--- config.mk ---
export PLATFORM = sky130hd
export DESIGN_NAME = triangle_setup
export DESIGN_NICKNAME = d
export VERILOG_FILES = /design/src/rtl/triangle_setup.sv
export SDC_FILE = /design/constraint.sdc
export NUM_CORES = 2
export LEC_CHECK = 0
export BUFFER_PORTS_ARGS = -buffer_cell sky130_fd_sc_hd__buf_4
export CORE_ASPECT_RATIO = 0.5
export CORE_MARGIN = 8
export CORE_UTILIZATION = 54
export DETAILED_ROUTE_END_ITERATION = 10
export PLACE_DENSITY = 0.79
export SLEW_MARGIN = 40
export SYNTH_ARGS = -nofsm -noshare
export SYNTH_HDL_FRONTEND = slang
export SYNTH_SLANG_ARGS = --single-unit
--- constraint.sdc ---
create_clock -name pixel_clk -period 12 [get_ports pixel_clk]
set_clock_uncertainty 0.1 [all_clocks]
set_input_delay 2.4 -clock pixel_clk [delete_from_list [all_inputs] [get_ports pixel_clk]]
set_output_delay 2.4 -clock pixel_clk [all_outputs]
set_load 0.05 [all_outputs]
--- src/rtl/triangle_setup.sv ---
// triangle_setup: y-sorts three vertices, derives edge slopes with a serial divider and
// commits flat-bottom / flat-top rasterizer setup in signed fixed point.
module triangle_setup #(
  parameter int SLOPE_RES = 28,
  parameter int FRACT_RES = 16
) (
  input  logic                        pixel_clk,
  input  logic                        rst_n,
  input  logic                        in_valid,
  output logic                        in_ready,
  input  logic signed [11:0]          x0,
  input  logic signed [11:0]          y0,
  input  logic signed [11:0]          x1,
  input  logic signed [11:0]          y1,
  input  logic signed [11:0]          x2,
  input  logic signed [11:0]          y2,
  input  logic [23:0]                 color,
  output logic                        busy,
  output logic                        out_valid,
  output logic signed [SLOPE_RES-1:0] fb_x_p1,
  output logic signed [SLOPE_RES-1:0] fb_y_p1,
  output logic signed [SLOPE_RES-1:0] fb_x_p2,
  output logic signed [SLOPE_RES-1:0] fb_y_p2,
  output logic signed [SLOPE_RES-1:0] fb_x_p3,
  output logic signed [SLOPE_RES-1:0] fb_y_p3,
  output logic signed [SLOPE_RES-1:0] fb_dx_p1p2,
  output logic signed [SLOPE_RES-1:0] fb_dx_p1p3,
  output logic signed [SLOPE_RES-1:0] ft_x_p1,
  output logic signed [SLOPE_RES-1:0] ft_y_p1,
  output logic signed [SLOPE_RES-1:0] ft_x_p2,
  output logic signed [SLOPE_RES-1:0] ft_y_p2,
  output logic signed [SLOPE_RES-1:0] ft_x_p3,
  output logic signed [SLOPE_RES-1:0] ft_y_p3,
  output logic signed [SLOPE_RES-1:0] ft_dx_p1p2,
  output logic signed [SLOPE_RES-1:0] ft_dx_p1p3,
  output logic [23:0]                 color_out
);
  localparam int IT = 12 + FRACT_RES;
  localparam int CW = $clog2(IT + 1);
  localparam logic signed [63:0] MAXV = (64'sd1 <<< (SLOPE_RES - 1)) - 64'sd1;

  typedef enum logic [3:0] {IDLE, SORT0, SORT1, SORT2, DIV_AB, DIV_AC, DIV_BC, SPLIT, ORIENT, COMMIT} state_t;
  state_t state_q, state_d;

  logic signed [11:0] vx_q [3], vy_q [3], vx_d [3], vy_d [3];
  logic [23:0] col_q;
  logic [IT-1:0] quo_q, quo_d;
  logic [11:0] rem_q, rem_d, den_q, den_d, adx, ody;
  logic neg_q, neg_d, dz_q, dz_d, bl_q;
  logic [CW-1:0] cnt_q;
  logic signed [SLOPE_RES-1:0] sab_q, sac_q, sbc_q, xs_q, slope, xb_fp;
  logic accept, div, last, load, ge;
  logic [1:0] lo, pa, pb;
  logic [12:0] sh;
  logic signed [12:0] odx, dyab;
  logic signed [63:0] mag, prod, split_x;

  function automatic logic signed [SLOPE_RES-1:0] sat(input logic signed [63:0] v);
    return (v > MAXV) ? SLOPE_RES'(MAXV) : (v < -MAXV) ? SLOPE_RES'(-MAXV) : SLOPE_RES'(v);
  endfunction

  function automatic logic signed [SLOPE_RES-1:0] fp(input logic signed [11:0] v);
    return SLOPE_RES'(v) <<< FRACT_RES;
  endfunction

  assign in_ready = state_q == IDLE;
  assign busy     = state_q != IDLE;
  assign accept   = in_valid && in_ready;
  assign div      = state_q inside {DIV_AB, DIV_AC, DIV_BC};
  assign last     = cnt_q == CW'(IT);
  assign lo       = (state_q == SORT1) ? 2'd1 : 2'd0;
  // Operands for the next division are loaded one cycle early (SORT2 or the previous sat cycle)
  assign load     = state_q == SORT2 || ((state_q == DIV_AB || state_q == DIV_AC) && last);
  assign pa       = (state_q == DIV_AC) ? 2'd1 : 2'd0;
  assign pb       = (state_q == SORT2) ? 2'd1 : 2'd2;
  assign odx      = 13'(vx_d[pb]) - 13'(vx_d[pa]);
  assign ody      = 12'(13'(vy_d[pb]) - 13'(vy_d[pa]));
  assign adx      = 12'((odx < 0) ? -odx : odx);
  assign sh       = {rem_q, quo_q[IT-1]};
  assign ge       = sh >= {1'b0, den_q};
  assign mag      = 64'(quo_q);
  assign slope    = dz_q ? '0 : sat(neg_q ? -mag : mag);
  assign dyab     = 13'(vy_q[1]) - 13'(vy_q[0]);
  assign prod     = 64'(sac_q) * 64'(dyab);
  assign split_x  = 64'(sat(prod)) + (64'(vx_q[0]) <<< FRACT_RES);
  assign xb_fp    = fp(vx_q[1]);

  always_comb begin
    state_d = state_q;
    if (state_q == IDLE) state_d = accept ? SORT0 : IDLE;
    else if (state_q == COMMIT) state_d = IDLE;
    else if (!div || last) state_d = state_t'(state_q + 4'd1);
  end

  always_comb begin
    vx_d = vx_q;
    vy_d = vy_q;
    if (accept) begin
      vx_d = '{x0, x1, x2};
      vy_d = '{y0, y1, y2};
    end else if (state_q inside {SORT0, SORT1, SORT2} && vy_q[lo] > vy_q[lo+2'd1]) begin
      vx_d[lo] = vx_q[lo+2'd1];
      vx_d[lo+2'd1] = vx_q[lo];
      vy_d[lo] = vy_q[lo+2'd1];
      vy_d[lo+2'd1] = vy_q[lo];
    end
  end

  always_comb begin
    quo_d = quo_q;
    rem_d = rem_q;
    den_d = den_q;
    neg_d = neg_q;
    dz_d  = dz_q;
    if (load) begin
      quo_d = {adx, {FRACT_RES{1'b0}}};
      rem_d = '0;
      den_d = ody;
      neg_d = odx < 0;
      dz_d  = ody == '0;
    end else if (div && !last) begin
      quo_d = {quo_q[IT-2:0], ge};
      rem_d = ge ? 12'(sh - {1'b0, den_q}) : sh[11:0];
    end
  end

  always_ff @(posedge pixel_clk or negedge rst_n) begin
    if (!rst_n) begin
      state_q <= IDLE;
      cnt_q   <= '0;
      vx_q    <= '{default: '0};
      vy_q    <= '{default: '0};
      col_q   <= '0;
      quo_q   <= '0;
      rem_q   <= '0;
      den_q   <= '0;
      neg_q   <= 1'b0;
      dz_q    <= 1'b0;
      sab_q   <= '0;
      sac_q   <= '0;
      sbc_q   <= '0;
      xs_q    <= '0;
      bl_q    <= 1'b0;
    end else begin
      state_q <= state_d;
      cnt_q   <= (div && !last) ? cnt_q + 1'b1 : '0;
      vx_q    <= vx_d;
      vy_q    <= vy_d;
      quo_q   <= quo_d;
      rem_q   <= rem_d;
      den_q   <= den_d;
      neg_q   <= neg_d;
      dz_q    <= dz_d;
      if (accept) col_q <= color;
      if (state_q == DIV_AB && last) sab_q <= slope;
      if (state_q == DIV_AC && last) sac_q <= slope;
      if (state_q == DIV_BC && last) sbc_q <= slope;
      if (state_q == SPLIT) xs_q <= sat(split_x);
      if (state_q == ORIENT) bl_q <= 64'(xb_fp) <= 64'(xs_q);
    end
  end

  always_ff @(posedge pixel_clk or negedge rst_n) begin
    if (!rst_n) begin
      out_valid  <= 1'b0;
      fb_x_p1    <= '0;
      fb_y_p1    <= '0;
      fb_x_p2    <= '0;
      fb_y_p2    <= '0;
      fb_x_p3    <= '0;
      fb_y_p3    <= '0;
      fb_dx_p1p2 <= '0;
      fb_dx_p1p3 <= '0;
      ft_x_p1    <= '0;
      ft_y_p1    <= '0;
      ft_x_p2    <= '0;
      ft_y_p2    <= '0;
      ft_x_p3    <= '0;
      ft_y_p3    <= '0;
      ft_dx_p1p2 <= '0;
      ft_dx_p1p3 <= '0;
      color_out  <= '0;
    end else begin
      out_valid <= state_q == COMMIT;
      if (state_q == COMMIT) begin
        fb_x_p1    <= fp(vx_q[0]);
        fb_y_p1    <= fp(vy_q[0]);
        fb_x_p2    <= bl_q ? xb_fp : xs_q;
        fb_y_p2    <= fp(vy_q[1]);
        fb_x_p3    <= bl_q ? xs_q : xb_fp;
        fb_y_p3    <= fp(vy_q[1]);
        fb_dx_p1p2 <= bl_q ? sab_q : sac_q;
        fb_dx_p1p3 <= bl_q ? sac_q : sab_q;
        ft_x_p1    <= fp(vx_q[2]);
        ft_y_p1    <= fp(vy_q[2]);
        ft_x_p2    <= bl_q ? xb_fp : xs_q;
        ft_y_p2    <= fp(vy_q[1]);
        ft_x_p3    <= bl_q ? xs_q : xb_fp;
        ft_y_p3    <= fp(vy_q[1]);
        ft_dx_p1p2 <= bl_q ? sbc_q : sac_q;
        ft_dx_p1p3 <= bl_q ? sac_q : sbc_q;
        color_out  <= col_q;
      end
    end
  end
endmodule

# Word-level counts from Yosys, hierarchy flattened
# Index checks and enable logic that the tools add are counted.
[totals] word_cells=158 output_inout_bits=475 register_bits=525
[classes] bitwise_logic=4 order_cmp=16 reduce_logical=21 eq_ne=10 add_sub_neg=10 n_mul=1 muxes=64
[op_table] op="28-bit two-way mux" n=15
[op_table] op="12-bit two-way mux" n=22
[op_table] op="12-bit binary-select mux with 2-bit select" n=8
[op_table] op="36-bit bitwise mux" n=4
[op_table] op="36-bit two-way mux" n=4
[op_table] op="64-bit by 28-bit > comparator with 1-bit output, second input constant" n=1
[op_table] op="64-bit by 28-bit less-than comparator with 1-bit output, second input constant" n=1
[op_table] op="64-bit two-way mux" n=1
[op_table] op="28-bit negator with 64-bit output" n=1
[op_table] op="12-bit demux with 2-bit select" n=2
[op_table] op="41-bit by 28-bit > comparator with 1-bit output, second input constant" n=1
[op_table] op="41-bit by 28-bit less-than comparator with 1-bit output, second input constant" n=1
[op_table] op="28-bit by 13-bit multiplier with 41-bit output" n=1
[op_table] op="28-bit by 28-bit adder with 29-bit output" n=1
[op_table] op="29-bit by 28-bit > comparator with 1-bit output, second input constant" n=1
[op_table] op="29-bit by 28-bit less-than comparator with 1-bit output, second input constant" n=1
[op_table] op="28-bit <= comparator" n=1
[op_table] op="12-bit by 12-bit subtractor with 13-bit output" n=2
[op_table] op="12-bit subtractor" n=2
[op_table] op="4-bit by 3-bit equality test with 1-bit output, second input constant" n=4
[op_table] op="13-bit by 12-bit greater-or-equal comparator with 1-bit output" n=1
[op_table] op="13-bit by 1-bit less-than comparator with 1-bit output, second input constant" n=1
[op_table] op="3-bit greater-or-equal comparator, second input constant" n=4
[op_table] op="12-bit > comparator" n=1
[op_table] op="other kinds (23)" n=45

# Depth between registers and ports, before layout
[logic_depth] depth_word=18 depth_mapped=53 depth_no_buf=49

# Worst setup path before layout
# OpenSTA, ideal clock, no wires.
[synth_path] path_kind="reg-to-reg" start="reg vy_q[12] (netlist name)" end="reg xs_q[16]" setup_time_ns=0.123 arrival_ns=12.235 period_less_slack_ns=12.458 stages_incl_launch_ff=52 required_ns=11.777 path_slack_ns=-0.458 path_cell_list="dfrtp_1 > inv_1 > ha_1 > fa_1 > nor2b_1 > o21ai_0 > a21boi_0 > o21ai_0 > a21boi_0 > o21ai_0 > a21boi_0 > o21a_1 > nor2_1 > xnor2_1 > clkbuf_1 > clkbuf_1 > nand2_1 > fa_1 > [16 not listed] > or4_1 > a2111oi_4 > nor2_1 > clkbuf_1 > o21ai_0 > inv_1 > fa_1 > nand3b_1 > a21oi_1 > o211a_1 > o31a_1 > o2111a_1 > nor4bb_1 > or4b_2 > a21o_1 > a211o_1 > buf_2 > o221a_2"
[synth_between] elab_chain_len=9 elab_cells_between_ends=11 classes_between="add/sub: 2; mul: 1; order compare: 4; mux: 4"
[synth_rtl] item="from (decl)" line="45" source="logic signed [11:0] vx_q [3], vy_q [3], vx_d [3], vy_d [3];"
[synth_rtl] item="from (signal assigned)" line="148" source="vy_q <= vy_d;"
[synth_rtl] item="12-bit by 12-bit subtractor with 13-bit output (*)" line="83" source="assign dyab = 13'(vy_q[1]) - 13'(vy_q[0]);"
[synth_rtl] item="28-bit by 13-bit multiplier with 41-bit output (*)" line="84" source="assign prod = 64'(sac_q) * 64'(dyab);"
[synth_rtl] item="41-bit by 28-bit less-than comparator with 1-bit output" line="59" source="return (v > MAXV) ? SLOPE_RES'(MAXV) : (v < -MAXV) ? SLOPE_RES'(-MAXV) : SLOPE_RES'(v);"
[synth_rtl] item="28-bit two-way mux" line="59"
[synth_rtl] item="28-bit two-way mux (*)" line="59"
[synth_rtl] item="28-bit by 28-bit adder with 29-bit output (*)" line="85" source="assign split_x = 64'(sat(prod)) + (64'(vx_q[0]) <<< FRACT_RES);"
[synth_rtl] item="29-bit by 28-bit less-than comparator with 1-bit output" line="59"
[synth_rtl] item="28-bit two-way mux" line="59"
[synth_rtl] item="28-bit two-way mux (*)" line="59"
[synth_rtl] item="to (signal assigned)" line="158" source="if (state_q == SPLIT) xs_q <= sat(split_x);"
[synth_rtl] item="to (decl)" line="51" source="logic signed [SLOPE_RES-1:0] sab_q, sac_q, sbc_q, xs_q, slope, xb_fp;"
# Mark *: on every way between the ends. The rest lies on a longest branch, timed or not.
# A chain may end at the register's enable or synchronous reset.

# Worst setup path after layout
[layout_path] start="reg vy_q[13] (netlist name)" end="reg xs_q[8]"
# Same word-level chain as after synthesis.

==> metrics.log <==
INFO  metric gp_congestion = roughly 0.96
INFO  metric post_drt_wl_per_cell = 21.2 microns
INFO  metric regToRegEndpoint = xs_q[8]
INFO  metric hold_viol = 0
INFO  metric synth_top_cell_by_area = sky130_fd_sc_hd__dfrtp_1
INFO  metric postSynthCellCount = between 4000 and 5000
INFO  metric layout.nets = between 5000 and 6000
INFO  metric hp-class = register to register
INFO  metric cap_violations = 0
INFO  metric area.sequential = approximately 0.013 sq mm
INFO  metric cts_made_buffers = 50
INFO  metric total_power = roughly 3700 uW
INFO  metric netSwitchingFraction = between 20% and 30%
INFO  metric critPathLaunchType = register
INFO  metric clock-sinks = around 530
INFO  metric synth.area.top_cells = sky130_fd_sc_hd__dfrtp_1 (31%), sky130_fd_sc_hd__fa_1 (16%), sky130_fd_sc_hd__nand2_1 (9.5%)
INFO  metric run_status = finished, violations left
INFO  metric pwr-share-comb = under 10%
INFO  metric most_used_standard_cells_in_the_synthesized_netlist = sky130_fd_sc_hd__nand2_1 (1060), sky130_fd_sc_hd__dfrtp_1 (525), sky130_fd_sc_hd__inv_1 (339), sky130_fd_sc_hd__o21ai_0 (337), sky130_fd_sc_hd__fa_1 (332)
INFO  metric postSynthRegisterBits = about 530
INFO  metric worst_case_vdd_ir_drop = ~110 uV
INFO  metric cp_slowest_stage_delay = between 0.5 and 0.6 ns
INFO  metric groute.usage.overall = between 20 and 30%
INFO  metric unrepaired_setup_endpoints_after_global_routing = yes
INFO  metric pre_cts_slack = -0.656 ns
INFO  metric syn-mean-instance-area = about 8.9 sq um
INFO  metric grt_pass1_wl = between 200000 and 250000 microns
INFO  metric data_arrival_critical_path = ~12 ns
INFO  metric first_global_vias = roughly 37000
INFO  metric worst_pin_slew = 0.944 ns
INFO  metric cts_tree = yes
INFO  metric die_w = 409 microns
INFO  metric crit-reg2reg-launch = vy_q[13]
INFO  metric min_to = color_out[13]
INFO  metric p_per_area = about 73 mW/mm^2
INFO  metric timing.hold.worst.start = col_q[13]
INFO  metric synth-edff-count = 0
INFO  metric port_buffers = between 400 and 500
INFO  metric floorplan.initialDensity = 54.3%
INFO  metric synth_async_sr_flop_share = between 90% and 100%
INFO  metric maxSlewViolCount = 0
INFO  metric floorplan.die.height = roughly 210 microns
INFO  metric final_layout_size_suffix_gt1_share = 21.5%
INFO  metric floorplan.io_pins = ~570
INFO  metric final_antenna_net_count = 0
INFO  metric power.share.clock = approximately 47%
INFO  metric gr-total-overflow = 0
INFO  metric flow.area_growth_from_synthesis = 19.7%
INFO  metric violations_in_the_final_reports = negative setup slack
INFO  metric max_freq = between 80 and 90 MHz
INFO  metric yosys.cell_types.count = 84
INFO  metric layout_worst_path_cycle_share = 101%
INFO  metric total_wirelength_of_the_detailed_routed_design = 133000 microns
INFO  metric die_area = 0.0869 sq mm
INFO  metric timing.critical_path.fanout_max = 5
INFO  metric seq_power_share = roughly half
INFO  metric rows = 72
INFO  metric ys.flop_type = sky130_fd_sc_hd__dfrtp_1
INFO  metric cp_slowest_cell = sky130_fd_sc_hd__fa_1
INFO  metric post-route-cell-area = about 0.05 sq mm
INFO  metric antenna_found_initial = 0
INFO  metric worstPathRequired = between 10 and 15 ns
INFO  metric power.internal = ~2800 uW
INFO  metric cp-end-kind = register
INFO  metric p_switching = between 800 and 900 uW
INFO  metric post-route-min-period = 12.07 ns
INFO  metric route.detailed.vias_per_inst = 5.77
INFO  metric cellLeakagePower = 0.0250 uW
INFO  metric detailed_place.area = between 0.04 and 0.05 sq mm
INFO  metric num-fill-cells = just over 6000
INFO  metric r2r_slack = -0.07 ns
INFO  metric number_of_inserted_diodes = 0
INFO  metric drc_viols = 0
INFO  metric synth_top_cell_area_share = 31.5%
INFO  metric worst_path_most_repeated_cell = sky130_fd_sc_hd__fa_1
INFO  metric core_area = between 0.07 and 0.08 sq mm
INFO  metric yosys_warnings = 0
INFO  metric multi_input_area = between 0.02 and 0.03 sq mm
INFO  metric clock_latency = approximately 0.63 ns
INFO  metric clkTransAtPathRegs = 0.06 ns
INFO  metric detailroute.via_count = roughly 36000
INFO  metric mappedNetlistArea = 0.0417 sq mm
INFO  metric max-slew-margin-rel = between 30% and 40%
INFO  metric worst_r2r_path_depth = 50
INFO  metric final.setup.worst_slack = -0.0662 ns
INFO  metric grt_max_degree = 220
INFO  metric clk_path_buf_depth = 3
INFO  metric holdPathStages = 2
INFO  metric htree_levels = 2
INFO  metric ys_seq_area_share = 31.5%
INFO  metric path_class = register to register
INFO  metric initialDrtViolationCount = between 3000 and 4000
INFO  metric finalSetupViolations = 20
INFO  metric place_hpwl = just under 100000 microns
INFO  metric root_buffer = sky130_fd_sc_hd__clkbuf_16
INFO  metric firstDrtPassIters = 8
INFO  metric synth.most_common_cell = sky130_fd_sc_hd__nand2_1
INFO  metric layout_top_registers = vx_q: 36 flops, vy_q: 36 flops
cell families (layout without fill, tap and decap cells):
family | Yosys count | count (layout) | synth area share, %
xor+xnor | 108 | 108 | 2.29
buf+inv | 822 | 1222 | 9.53
fa+ha+maj | 519 | 519 | 21.5
compound gates | 869 | 869 | 13.2
mux | 165 | 165 | 4.04
simple gates | 1675 | 1675 | 17.8
flops | 525 | 525 | 31.5
other cells | 1 | 128 | 0.00899
power groups by stage:
| stage | sequential [uW] | clock (uW) | combinational (uW) |
|---|---|---|---|
| 2_1_floorplan | 1800 | 0 | 120 |
| 3_3_place_gp | 1800 | 0 | 152 |
| 3_5_place_dp | 1800 | 0 | 153 |
| 4_1_cts | 1770 | 1750 | 153 |
| 5_1_grt | 1770 | 1820 | 165 |
| 6_report | 1770 | 1730 | 154 |
worst max path at each step:
stage             start  endpoint  slack (ns)  cells after the start
2_1_floorplan  vy_q[12]  xs_q[16]       0.001                     51
3_3_place_gp   vy_q[12]  xs_q[25]       -0.46                     51
3_5_place_dp   vy_q[12]  xs_q[19]       -0.66                     53
4_1_cts        vy_q[12]   xs_q[8]       0.005                     51
5_1_grt        vy_q[24]   xs_q[8]       -0.50                     51
6_report       vy_q[13]   xs_q[8]       -0.07                     50
layer usage:
metal | share of wire [%] | wire, microns | GRT usage (%)
met2 | 48 | 63400 | 48.7
met5 | 0 | 0 | 0
met3 | 9.0 | 11900 | 6.57
met4 | 4.0 | 5290 | 11.2
met1 | 39 | 52000 | 38.1
cell type report:
cell class              instances  area share, %
well taps                    1036           2.60
clock buffers                  72           2.91
inverters                     339           2.55
flip-flops and latches        525           26.3
repair buffers                791           12.6
clock inverters                20          0.677
multi-input cells            3464           52.4
placed cells by master (no fill, tap or decap), types with 17 or more instances in the layout:
cell	count
sky130_fd_sc_hd__fa_2	20
sky130_fd_sc_hd__nand4_1	21
sky130_fd_sc_hd__ha_1	148
sky130_fd_sc_hd__o211ai_1	17
sky130_fd_sc_hd__dfrtp_1	520
sky130_fd_sc_hd__and2_1	94
sky130_fd_sc_hd__nand2b_1	47
sky130_fd_sc_hd__nor2_1	137
sky130_fd_sc_hd__xnor2_1	48
sky130_fd_sc_hd__a21oi_1	172
sky130_fd_sc_hd__inv_1	332
sky130_fd_sc_hd__a21o_1	33
sky130_fd_sc_hd__mux2i_1	138
sky130_fd_sc_hd__a21boi_0	23
sky130_fd_sc_hd__a31oi_1	19
sky130_fd_sc_hd__xor2_1	55
sky130_fd_sc_hd__buf_4	748
sky130_fd_sc_hd__mux2_2	27
sky130_fd_sc_hd__conb_1	128
sky130_fd_sc_hd__nand2_1	1048
sky130_fd_sc_hd__o21ai_0	322
sky130_fd_sc_hd__nand3b_1	18
sky130_fd_sc_hd__fa_1	312
sky130_fd_sc_hd__ha_4	37
sky130_fd_sc_hd__o31ai_1	24
sky130_fd_sc_hd__nor3_1	34
sky130_fd_sc_hd__o311ai_1	71
sky130_fd_sc_hd__nor2b_1	81
sky130_fd_sc_hd__nand3_1	63
sky130_fd_sc_hd__clkbuf_16	51
sky130_fd_sc_hd__buf_6	22
critical path: cells and delay by family (launching register included):
kind | cells | cell delay [ns]
fa+ha+maj | 10 | 4.26
flops | 1 | 0.41
buf+inv | 10 | 1.16
compound gates | 21 | 3.75
simple gates | 8 | 1.94
xor+xnor | 1 | 0.29
stage by stage:
| stage | hold slack, ns | std cells | TNS (ns) | utilization [%] |
|---|---|---|---|---|
| floorplan | 0.339 | 4811 | 0 | - |
| global placement | 0.346 | 6098 | -11.87 | 60.6 |
| detailed placement | 0.362 | 6099 | -17.15 | 60.7 |
| CTS | 0.357 | 6231 | 0 | 64.4 |
| global route | 0.391 | 6247 | -12.43 | 65.0 |
| finish | 0.353 | 6247 | -0.965 | 65.0 |
what timing repair did:
item | CTS | global route
setup endpoints to repair | 27 | 27
resized for setup | 138 | 49
pin swaps | 110 | 53
gates cloned | 5 | 0
buffers inserted | 36 | 15
hold buffers | 0 | 0
hold endpoints to repair | 0 | 0
(Power assumes the default switching activity.)
